[config.mk]
export PLATFORM = sky130hd
export DESIGN_NAME = bsg_link_stream_checker_lfsr
export DESIGN_NICKNAME = d
export VERILOG_FILES = /design/src/rtl/bsg_link_stream_checker_pkg.sv /design/src/rtl/bsg_link_stream_checker_lfsr.sv
export SDC_FILE = /design/constraint.sdc
export NUM_CORES = 1
export LEC_CHECK = 0
export BUFFER_PORTS_ARGS = -buffer_cell sky130_fd_sc_hd__buf_2
export CAP_MARGIN = 20
export CORE_AREA = 2 2 39 41
export CTS_BUF_LIST = sky130_fd_sc_hd__clkbuf_4
export DETAILED_ROUTE_END_ITERATION = 12
export DIE_AREA = 0 0 41 43
export GPL_TIMING_DRIVEN = 0
export SETUP_SLACK_MARGIN = 0.3
export SLEW_MARGIN = 5
export SYNTH_ARGS = -nofsm -noshare
export SYNTH_HDL_FRONTEND = slang
export SYNTH_SLANG_ARGS = --single-unit
[constraint.sdc]
create_clock -name clk_i -period 1.03 [get_ports clk_i]
set_input_delay 0.1545 -clock clk_i [delete_from_list [all_inputs] [get_ports clk_i]]
set_output_delay 0.1545 -clock clk_i [all_outputs]
set_load 0.1 [all_outputs]
[src/rtl/bsg_link_stream_checker_pkg.sv]
// Shared types and helpers for the link stream checker: FSM states, LFSR constants, pattern builder.
package bsg_link_stream_checker_pkg;

  typedef enum logic {
    SYNC  = 1'b0,
    CHECK = 1'b1
  } state_e;

  localparam logic [15:0] LFSR_SEED = 16'hACE1;
  // Right-shifting Fibonacci form of x^16+x^14+x^13+x^11+1: feedback from bits 0,2,3,5.
  localparam logic [15:0] LFSR_TAPS = 16'h002D;

  localparam int PAT_MAX_W = 512;

  // Returns {seq[h-1:0], ~seq[h-1:0]} right-aligned in a PAT_MAX_W vector; seq must be zero above h.
  function automatic logic [PAT_MAX_W-1:0] pattern(input logic [PAT_MAX_W/2-1:0] seq, input int h);
    logic [PAT_MAX_W-1:0] mask;
    logic [PAT_MAX_W-1:0] hi;
    logic [PAT_MAX_W-1:0] lo;
    mask = (PAT_MAX_W'(1) << h) - PAT_MAX_W'(1);
    hi   = PAT_MAX_W'(seq) << h;
    lo   = {{(PAT_MAX_W/2){1'b0}}, ~seq} & mask;
    return hi | lo;
  endfunction

endpackage

[src/rtl/bsg_link_stream_checker_lfsr.sv]
// 16-bit Fibonacci LFSR used as a random accept throttle; advances each cycle en_i is high.
// Output is the current low bit; reset loads seed_p.
module bsg_link_stream_checker_lfsr
  import bsg_link_stream_checker_pkg::*;
#(
  parameter logic [15:0] seed_p = LFSR_SEED
) (
  input  logic clk_i,
  input  logic reset_n_i,
  input  logic en_i,
  output logic bit_o
);

  logic [15:0] lfsr_q, lfsr_d;
  logic        fb;

  always_comb begin
    fb     = ^(lfsr_q & LFSR_TAPS);
    lfsr_d = en_i ? {fb, lfsr_q[15:1]} : lfsr_q;
  end

  always_ff @(posedge clk_i) begin
    if (!reset_n_i) lfsr_q <= seed_p;
    else            lfsr_q <= lfsr_d;
  end

  assign bit_o = lfsr_q[0];

endmodule

# After elaboration in Yosys (flattened, before gate mapping)
# Cells that the tools add are included.
dict set report word_totals {
  reg_bits 16
  input_bits 3
  out_inout_bits 1
  word_cells 2
}
dict set report classes {
  reduce_logical 1
}
# operator n
set ops {}
lappend ops {{16-bit XOR reduction} 1}

# Depth between registers and ports, before layout
dict set report depth {
  depth_word 1
  mapped_depth 4
  depth_no_buf 3
}

# Worst setup path after synthesis
# OpenSTA, ideal clock, no wires.
dict set report synth_path {
  kind {register -> register}
  startpoint {reg lfsr_q[0]}
  endpoint {reg lfsr_q[15]}
  setup_ps 124
  t_arrival_ps 1387
  required_ps 906
  path_slack_ps -481
  path_stages_with_launch 4
  path_buffers 0
  period_less_slack_ps 1511
  cell_sequence {dfxtp_1 xnor2_1 xnor2_1 a31oi_1}
}
dict set report synth_via {
  elab_chain_cells 1
}
# element line_no
set synth_lines {}
lappend synth_lines {{start: declaration} bsg_link_stream_checker_lfsr.sv:14} ;# logic [15:0] lfsr_q, lfsr_d;
lappend synth_lines {{start signal: assignment} bsg_link_stream_checker_lfsr.sv:23} ;# if (!reset_n_i) lfsr_q <= seed_p;
lappend synth_lines {{start signal: assignment} bsg_link_stream_checker_lfsr.sv:24} ;# else lfsr_q <= lfsr_d;
lappend synth_lines {{16-bit XOR reduction} bsg_link_stream_checker_lfsr.sv:18} ;# fb = ^(lfsr_q & LFSR_TAPS);
# No other way between the ends.
# A chain may end at the register's enable or synchronous reset.

# Worst setup path in the final report
dict set report layout_path {
  startpoint {reg lfsr_q[0]}
  endpoint {out bit_o}
}
# element line_no
set layout_rtl {}
lappend layout_rtl {{end: declaration} bsg_link_stream_checker_lfsr.sv:11} ;# output logic bit_o
# No word-level cell between the ends.

==> metrics.yaml <==
grt:
  grt_pass1_wl_um: 1573
  overflow: 0
  grt_max_degree: 11
  met1_usage_pct: 18.73
  grtUsageMet2_pct: 18.13
  top_usage_layer: "met1"
  antenna_found_initial: 0
  track_usage_pct: 13.72
  grt_pass1_vias: 366
  met3_usage_pct: 3.141
place:
  dpl.hpwl_um: 637.1
  place_ws_ns: 0.1127
  port_buffers: 2
  dp.cells: 72
  place_congestion: 0.6087
finish:
  final_cell_count_no_fill: 76
  num-nets-final: 64
  regMostFlops: "lfsr_q"
  drive_gt1_share_pct: 25.00
  insertedDiodeCount: 0
  syn_to_final_growth_pct: 15.67
  reg.largest.list: "lfsr_q: 16 flops"
  largest_register_ff_count: 16
timing:
  fin_crit_sh_pct: 96.56
  finalSetupTns_ns: 0
  rsz0062_at_grt: "yes"
  fin_ws_ns: 0.03546
  slew_headroom_pct: 90.67
  fin_crit_ns: 0.9945
  skew_ns: 0.002513
  hold_violations: 0
  tightestPinTransition_ns: 0.1361
  setup_viol: 0
  clock.fmax_mhz: 1005
  slew_violations: 0
logic_synthesis:
  yosysUniqueCellTypes: 11
  yosysMostFrequentCell: "dfxtp_1"
  seq_area_frac_synth_pct: 50.79
  synth.avg_cell_area_um2: 11.68
  ys_top_cells_by_count: "dfxtp_1 (16), mux2i_1 (15), nor2b_1 (8)"
  synth_top_area_share_pct: 50.79
  synth_area_um2: 630.6
  mappedNetlistNets: 57
  ys_ff_latch: 16
  ys_warn_count: 0
  synth-main-ff-cell: "dfxtp_1"
  yosys-top-cells-area: "dfxtp_1 (51%), mux2i_1 (24%), nor2b_1 (7.9%), nand2_1 (4.2%), buf_12 (3.2%)"
  synth_area_leader_cell: "dfxtp_1"
  synthCells: 54
  synth_edf_count: 0
  async_reset_ff_share_pct: 0
worst_setup_path:
  worstSetupStartpointType: "flop"
  cp_max_fo: 3
  max_stage_delay_ns: 0.39
  rr_worst_depth: 3
  critical_path_buf_inv_count: 1
  rrSetupSlack_ns: 0.17
  rr_endpoint: "lfsr_q[15]"
  crit_chain: "buf_12"
  cp.arrival_ns: 0.84
  crit_type: "flop to output port"
  crit_family: "flip-flops"
  cp.required_ns: 0.88
  end_kind: "output port"
  r2r-start: "lfsr_q[0]"
  critPathSlowestCell: "dfxtp_4"
clock_network:
  cts.sinks: 16
  clock_insertion_delay_worst_skew_ns: 0.28
  cts_tree: "built"
  clkTransAtPathRegs_ns: 0.09
  cts_buffer_depth: 2
  cts_buffers: 3
  cts_max_level: 1
  cts.root.buffer_cell: "clkbuf_4"
floorplan:
  die_height_um: 43
  die_x_um: 41
  core_area_mm2: 0.001384
  io_pins: 4
  die_area_mm2: 0.001763
  initial_utilization_pct: 45.57
  row_count: 14
detailed_routing:
  drt_first_pass_iters: 2
  drt_iter0_drc: 1
  wl_um: 891
  ant_nets: 0
  route.detailed.drc: 0
  vias_per_cell: 4.737
  routedWlPerCell_um: 11.72
  vias: 360
hold_path:
  hold_path_class: "primary input to flop"
  holdPathEnd: "lfsr_q[8]"
  whs_path_depth: 3
  hp-start: "en_i"
power:
  pwr-share-seq_pct: 57.1
  p_sw_share_pct: 23.53
  switchingPower_mw: 0.2835
  p_int_mw: 0.9213
  leakage_nw: 0.3255
  clockPowerShare_pct: 30.0
  pwr-share-comb_pct: 13.0
  powerDensity_mw_per_mm2: 1652
  vdd_drop_max_uv: 826.9
outcome:
  status: "finished clean"
flow_run:
  drv_cap: 0
## cell type report
class	instances	area, µm²
fillers	121	654.4
flip-flops and latches	16	327.8
multi-input cells	35	281.5
plain buffers	3	45.04
clock buffers	4	30.03
repair buffers	2	25.02
well taps	16	20.02
## cells in the final DEF (no fill, tap or decap)
cell type,instances
buf_2,2
buf_12,3
a31oi_1,1
dfxtp_4,1
nand2_1,7
xnor2_1,1
nor3b_1,1
dfxtp_1,12
xnor2_2,2
dfxtp_2,3
nor2b_1,8
clkbuf_4,4
mux2i_1,15
## timing repair
item	CTS	global route
resized for setup	7	0
pin swaps	1	0
setup endpoints to repair	2	2
setup buffers	0	0
hold buffers	0	0
## power by group through the flow
stage | clock (mW) | combinational, mW | sequential, mW
2_1_floorplan | 0 | 0.108 | 0.714
3_3_place_gp | 0 | 0.146 | 0.698
3_5_place_dp | 0 | 0.150 | 0.700
4_1_cts | 0.373 | 0.159 | 0.688
5_1_grt | 0.405 | 0.170 | 0.694
6_report | 0.361 | 0.156 | 0.688
## per-stage QoR
step	cell area, µm²	utilization (%)	power, mW	hold slack (ns)
after floorplan	650.6	-	0.8224	0.2827
after global placement	680.7	49.19	0.8432	0.4462
after detailed placement	680.7	49.19	0.8497	0.4584
after CTS	729.5	52.71	1.220	0.1743
after global routing	729.5	52.71	1.268	0.1745
final	729.5	52.71	1.205	0.1823
## layer usage
layer  vias to the layer above  part of all wire (%)
met2                         3                    49
li1                        189                     -
met4                         0                  0.90
met5                         -                     0
met3                         2                   1.8
met1                       166                    48
## cells by family (layout without fill, tap and decap cells)
family | count (synthesis) | count (layout) | share of synthesized area, %
buffers and inverters | 3 | 9 | 5.753
flip-flops | 16 | 16 | 50.79
XOR/XNOR | 3 | 3 | 5.358
AND/OR/NAND/NOR | 16 | 16 | 13.30
multiplexers | 15 | 15 | 23.81
AO/OA/AOI/OAI | 1 | 1 | 0.9927
## how the worst max path moves through the flow
stage,startpoint,endpoint,depth (start not counted)
final,lfsr_q[0],bit_o,1
after global routing,lfsr_q[0],bit_o,1
after CTS,lfsr_q[0],bit_o,1
after detailed placement,lfsr_q[0],bit_o,1
after global placement,lfsr_q[0],bit_o,1
after floorplan,lfsr_q[0],lfsr_q[15],3
No activity file was read; power rests on OpenSTA's default activity.
